**src/rtl/aurora_tx_scheduler_pkg.sv**
```systemverilog
// Shared Aurora framing definitions: opcodes, scheduler states and slot-count width.
// The receiver-side deframer imports this package too.
package aurora_tx_scheduler_pkg;

  localparam int SLOT_W = 18;

  localparam logic [3:0] OP_CTRL = 4'hC;
  localparam logic [3:0] OP_DATA = 4'hD;

  typedef enum logic [1:0] {
    ST_IDLE,
    ST_CTRL,
    ST_HDR,
    ST_DATA
  } tx_state_e;

endpackage

```
**src/rtl/aurora_credit_counter.sv**
```systemverilog
// Transmit credit: loads the partner advertisement minus a safety margin, then
// counts payload words down. It saturates at zero and never wraps.
module aurora_credit_counter
  import aurora_tx_scheduler_pkg::*;
#(
  parameter int CREDIT_MARGIN = 16
) (
  input  logic              user_clk,
  input  logic              rst_in,
  input  logic              i_clear,
  input  logic              i_load,
  input  logic [SLOT_W-1:0] i_load_val,
  input  logic              i_dec,
  output logic [SLOT_W-1:0] o_credit
);

  localparam logic [SLOT_W-1:0] MARGIN = SLOT_W'(CREDIT_MARGIN);
  localparam logic [SLOT_W-1:0] ONE    = SLOT_W'(1);

  logic [SLOT_W-1:0] r_credit;
  logic [SLOT_W-1:0] w_base;
  logic [SLOT_W-1:0] w_next;

  // A word sent in the same cycle as a fresh advertisement still costs one credit.
  always_comb begin
    w_base = r_credit;
    if (i_load) begin
      w_base = (i_load_val > MARGIN) ? (i_load_val - MARGIN) : '0;
    end
    w_next = w_base;
    if (i_dec && (w_base != '0)) begin
      w_next = w_base - ONE;
    end
  end

  always_ff @(posedge user_clk or posedge rst_in) begin
    if (rst_in) begin
      r_credit <= '0;
    end else if (i_clear) begin
      r_credit <= '0;
    end else begin
      r_credit <= w_next;
    end
  end

  assign o_credit = r_credit;

endmodule

```
**src/rtl/aurora_tx_scheduler.sv**
```systemverilog
// Aurora TX scheduler. It sends periodic credit-advertisement words, and credit-limited
// data frames (a header followed by N words) taken from a first-word-fall-through FIFO.
module aurora_tx_scheduler
  import aurora_tx_scheduler_pkg::*;
#(
  parameter int BURST_MAX     = 256,
  parameter int CTRL_PERIOD   = 1024,
  parameter int CREDIT_MARGIN = 16
) (
  input  logic              user_clk,
  input  logic              rst_in,
  input  logic              channel_rdy,
  input  logic [31:0]       fifo_dat,
  input  logic              fifo_empty,
  input  logic [SLOT_W-1:0] fifo_cnt,
  output logic              fifo_rd,
  input  logic [SLOT_W-1:0] empty_slots,
  input  logic [SLOT_W-1:0] partner_empty_slots,
  input  logic              partner_empty_slots_valid,
  output logic [31:0]       tx_data,
  output logic              tx_data_src_rdy,
  input  logic              tx_data_dst_rdy,
  output logic [SLOT_W-1:0] credit
);

  localparam int                TMR_W     = (CTRL_PERIOD > 1) ? $clog2(CTRL_PERIOD) : 1;
  localparam logic [TMR_W-1:0]  TMR_LAST  = TMR_W'(CTRL_PERIOD - 1);
  localparam logic [TMR_W-1:0]  TMR_ONE   = TMR_W'(1);
  localparam logic [SLOT_W-1:0] BURST_CAP = SLOT_W'(BURST_MAX);
  localparam logic [SLOT_W-1:0] REM_ONE   = SLOT_W'(1);

  tx_state_e         r_state;
  logic [31:0]       r_tx_word;
  logic              r_src_rdy;
  logic              r_ctrl_pending;
  logic              r_chan_q;
  logic [TMR_W-1:0]  r_timer;
  logic [SLOT_W-1:0] r_rem;

  logic              w_src_rdy;
  logic              w_xfer;
  logic              w_pay_xfer;
  logic              w_ctrl_set;
  logic [SLOT_W-1:0] w_credit;
  logic [SLOT_W-1:0] w_burst;

  always_comb begin
    w_burst = fifo_cnt;
    if (w_credit < w_burst) w_burst = w_credit;
    if (BURST_CAP < w_burst) w_burst = BURST_CAP;
  end

  // In DATA the FIFO head drives the lane directly, so the first payload word
  // follows the header with no bubble. Dropping the lane gates the handshake at once.
  assign w_src_rdy  = channel_rdy & ((r_state == ST_DATA) ? ~fifo_empty : r_src_rdy);
  assign w_xfer     = w_src_rdy & tx_data_dst_rdy;
  assign w_pay_xfer = w_xfer & (r_state == ST_DATA);
  assign w_ctrl_set = (channel_rdy & ~r_chan_q) | (r_timer == TMR_LAST);

  assign tx_data         = (r_state == ST_DATA) ? fifo_dat : r_tx_word;
  assign tx_data_src_rdy = w_src_rdy;
  assign fifo_rd         = w_pay_xfer;
  assign credit          = w_credit;

  aurora_credit_counter #(
    .CREDIT_MARGIN(CREDIT_MARGIN)
  ) u_credit (
    .user_clk  (user_clk),
    .rst_in    (rst_in),
    .i_clear   (~channel_rdy),
    .i_load    (partner_empty_slots_valid),
    .i_load_val(partner_empty_slots),
    .i_dec     (w_pay_xfer),
    .o_credit  (w_credit)
  );

  always_ff @(posedge user_clk or posedge rst_in) begin
    if (rst_in) begin
      r_state        <= ST_IDLE;
      r_tx_word      <= '0;
      r_src_rdy      <= 1'b0;
      r_ctrl_pending <= 1'b1;
      r_chan_q       <= 1'b0;
      r_timer        <= '0;
      r_rem          <= '0;
    end else begin
      r_chan_q <= channel_rdy;
      if (!channel_rdy) begin
        r_state        <= ST_IDLE;
        r_src_rdy      <= 1'b0;
        r_ctrl_pending <= 1'b1;
        r_timer        <= '0;
        r_rem          <= '0;
      end else begin
        r_timer <= (r_timer == TMR_LAST) ? '0 : (r_timer + TMR_ONE);
        case (r_state)
          ST_IDLE: begin
            if (r_ctrl_pending) begin
              r_state   <= ST_CTRL;
              r_tx_word <= {OP_CTRL, 10'd0, empty_slots};
              r_src_rdy <= 1'b1;
            end else if ((w_credit != '0) && (fifo_cnt != '0)) begin
              r_state   <= ST_HDR;
              r_rem     <= w_burst;
              r_tx_word <= {OP_DATA, 12'd0, w_burst[15:0]};
              r_src_rdy <= 1'b1;
            end
          end
          ST_CTRL: begin
            if (w_xfer) begin
              r_state        <= ST_IDLE;
              r_src_rdy      <= 1'b0;
              r_ctrl_pending <= 1'b0;
            end
          end
          ST_HDR: begin
            if (w_xfer) begin
              r_state   <= ST_DATA;
              r_src_rdy <= 1'b0;
            end
          end
          ST_DATA: begin
            if (w_pay_xfer) begin
              r_rem <= r_rem - REM_ONE;
              if (r_rem == REM_ONE) r_state <= ST_IDLE;
            end
          end
          default: r_state <= ST_IDLE;
        endcase
        // A set request arriving in the same cycle as the CTRL handshake must survive.
        if (w_ctrl_set) r_ctrl_pending <= 1'b1;
      end
    end
  end

endmodule

```
**config.mk**
```make
export PLATFORM = sky130hd
export DESIGN_NAME = aurora_tx_scheduler
export DESIGN_NICKNAME = d
export VERILOG_FILES = /design/src/rtl/aurora_tx_scheduler_pkg.sv /design/src/rtl/aurora_credit_counter.sv /design/src/rtl/aurora_tx_scheduler.sv
export SDC_FILE = /design/constraint.sdc
export NUM_CORES = 1
export LEC_CHECK = 0
export CAP_MARGIN = 0
export CORE_MARGIN = 2
export CORE_UTILIZATION = 40
export CTS_CLUSTER_DIAMETER = 150
export DETAILED_ROUTE_END_ITERATION = 16
export GPL_TIMING_DRIVEN = 1
export PLACE_DENSITY = 0.73
export RECOVER_POWER = 25
export SLEW_MARGIN = 5
export SYNTH_ARGS = -nofsm -noshare
export SYNTH_HDL_FRONTEND = slang
export SYNTH_SLANG_ARGS = --single-unit
```
**constraint.sdc**
```tcl
create_clock -name user_clk -period 5.9 [get_ports user_clk]
set_input_delay 1.18 -clock user_clk [delete_from_list [all_inputs] [get_ports user_clk]]
set_output_delay 1.18 -clock user_clk [all_outputs]
set_load 0.005 [all_outputs]
```
==> run_results.csv <==
group,metric,value,unit
global_routing,gr-total-overflow,0,
cells_and_area,nNetsFinal,910,
cells_and_area,area_growth,33.39,%
place,io_buffers,143,
setup_path,arrival,5220,ps
cells_and_area,nFillCells,1233,
route,maxUsedRoutingLayer,"met4",
cells_and_area,drive_gt1_share,9.925,%
synthesis,ys_types,79,
synthesis,synth_area,0.005643,sq mm
clock_tree,cts_root_buffer,"clkbuf_16",
route,met1_length,6857,um
outcome,status,"finished, violations left",
cells_and_area,multiInputGateArea,0.003591,sq mm
timing,setup_viol,0,
timing,fin_tns_setup,0,ps
clock_tree,post-cts-setup-buffers,0,
clock_tree,htree_levels,3,
clock_tree,numCtsBuffers,9,
die,io_pins,144,
clock_tree,clkSlewWorstSetupHoldPaths,60,ps
synthesis,ys_seq_area_share,31.51,%
route,wl_met2,8952,um
global_routing,grt_pass1_wl,27430,um
synthesis,synthesis.nets,778,
job,cap_violations,1,
place,hpwl,13230,um
route,ant_nets,0,
route,wl_per_cell,17.79,um
die,dieWidth,122.8,um
power,power_density,207.1,mW/mm^2
synthesis,synth_flop_cell,"dfrtp_1",
timing,period_share,85.51,%
cells_and_area,mostFrequentLayoutCells,"142 x clkdlybuf4s50_1, 70 x dfrtp_1, 58 x nor2_1, 51 x nand2_1, 39 x o21ai_0",
setup_path,cp_top_family,"compound AO/OA/AOI/OAI gates",
route,num_vias,5704,
die,die_h,122.8,um
global_routing,grt_usage,22.93,%
setup_path,worstPathMaxFanout,14,
setup_path,regToRegSetupSlack,2800,ps
synthesis,ys_seq_elements,71,
timing,finalHoldViolCount,0,
die,start_util,40.81,%
die,dieArea,0.01507,sq mm
timing,worstMarginPinSlew,3717,ps
route,initialDrtViolationCount,329,
place,gp_congestion,0.9219,
setup_path,critPathMaxStageDelay,620,ps
setup_path,path_class,"in2reg",
synthesis,synthCells,659,
hold_path,worst_hold_path_type,"reg2reg",
synthesis,async_flop_share,100.0,%
outcome,failed_checks,"capacitance limit, slew limit",
setup_path,cp-start-kind,"input port",
setup_path,crit_chain,"clkdlybuf4s50_1 > inv_1 > ha_1 > nor3b_2 > buf_4 > a31oi_1 > or2_1 > and3_1 > a21oi_1 > ha_1 > nor4bb_1 > a31oi_1 > o21ai_0 > o21ai_0 > a2111oi_1 > xor2_1 > nor2_1",
timing,maxSlewHeadroom,-147.8,%
timing,final_max_slew_viol_count,72,
route,avgViaCountPerCell,5.844,
timing,fin_crit,5045,ps
setup_path,cp_data_required_time,6080,ps
route,drt-total-wl,17360,um
cells_and_area,n_antenna_cell,0,
global_routing,antenna_found_initial,0,
power,ir_drop,121.0,uV
synthesis,synth_edf_count,0,
setup_path,path_buf_inv,3,
die,rows,43,
cells_and_area,finalNonFillerCells,976,
clock_tree,cts_tree,"yes",
power,p_leak,0.003101,uW
timing,holdWs,411.4,ps
global_routing,grt_start_max_net_pins,72,
synthesis,yosysWarnings,0,
setup_path,cp-end-kind,"flip-flop",
clock_tree,cts_hold_buf,0,
clock_tree,clockBufferDepth,2,
die,coreArea,0.01383,sq mm
global_routing,grt_pass1_vias,5619,
timing,max_clock_freq,0.1982,GHz
timing,rsz0062_at_grt,"false",
cells_and_area,mostFrequentLayoutCell,"clkdlybuf4s50_1",
clock_tree,cts_sinks,71,
route,firstDrtPassIters,5,
place,dp.cells,960,
clock_tree,post_cts_resized,0,
synthesis,avgSynthCellArea,8.563,sq um
cells_and_area,seq_area,0.001778,sq mm
timing,finalClockSkew,5.161,ps
clock_tree,clock_latency,330,ps
route,drc,0,
setup_path,crit_slowest_cell,"clkdlybuf4s50_1",
route,route.met3.wl,1066,um
-- worst register-to-register path, cell delays in order, from the launching register on --
cell,delay (ps)
dfrtp_1,560
ha_1,320
a21oi_1,140
o21ai_0,90
a31oi_1,260
o21ai_0,200
a21o_1,420
a211oi_1,760
a221o_1,290
-- logic make-up (layout without fill, tap and decap cells) --
family	Yosys count	after routing	share of synthesized area [%]
flops	71	71	31.51
compound gates	185	185	23.86
buf+inv	69	206	4.856
mux	30	30	5.765
simple gates	248	248	23.39
xor+xnor	29	29	4.634
fa+ha+maj	27	27	5.987
-- cell usage after synthesis, types with 9 or more instances --
cell	count	area share [%]
nor4_1	12	1.3
nand4_1	9	1.0
o21ai_0	39	3.5
xnor2_1	13	2.0
and2_1	15	1.7
ha_1	27	6.0
nor3_1	29	2.6
inv_1	36	2.4
xor2_1	15	2.3
nand3_1	13	1.2
mux2_2	20	4.0
dfrtp_1	70	31
and3_1	9	1.0
clkbuf_1	21	1.4
mux2i_1	10	1.8
nor2_1	58	3.9
a22o_1	20	3.1
a21oi_1	35	3.1
nand2_1	51	3.4
a21o_1	12	1.6
-- per-layer routing --
metal  up-vias  global-route usage [%]
li1       2701                       -
met5         -                       0
met3        42                   3.671
met2       241                   40.92
met1      2720                   27.28
met4         0                   9.267
-- metrics by stage --
stage | setup slack [ps] | power (uW) | area, sq um | util (%)
final | 854.9 | 1559 | 7527 | 54.44
after global routing | 306.4 | 1637 | 7527 | 54.44
after CTS | 994.3 | 1565 | 7538 | 54.52
after detailed placement | 658.4 | 1026 | 7239 | 52.36
after global placement | 841.6 | 1015 | 7239 | 52.36
after floorplan | 1397 | 812.4 | 5643 | -
-- state kept, by name, summed over array words and instances, names as in the netlist --
name,cells
r_tx_word,20
u_credit.o_credit,18
r_src_rdy,1
r_chan_q,1
r_ctrl_pending,1
r_timer,10
r_rem,18
r_state,2
-- worst paths after layout --
| kind | start | depth (start not counted) | end |
|---|---|---|---|
| setup / recovery | partner_empty_slots[4] | 17 | u_credit.o_credit[10] |
| setup reg to reg | u_credit.o_credit[3] | 8 | r_rem[7] |
| hold / removal | r_chan_q | 1 | r_ctrl_pending |
| min in group asynchronous | rst_in | 3 | r_timer[3] |
| hold reg to reg | r_chan_q | 1 | r_ctrl_pending |
| max in group asynchronous | rst_in | 3 | r_tx_word[11] |
-- where the power goes --
part	switching [uW]	internal, uW	leakage (uW)
clock network	213	327	0.000134
logic	207	245	0.00204
registers	37.7	531	0.000931
total	457	1100	0.00310
-- area by class of cell --
class,instances,share of cell area [%]
tap,180,2.992
inverter,37,1.845
sequential,71,23.62
clock inverter,7,0.9807
timing repair buffer,153,19.86
multi-input combinational,519,47.71
clock buffer,9,2.992
Note: power is estimated with default switching activity, not from simulation.
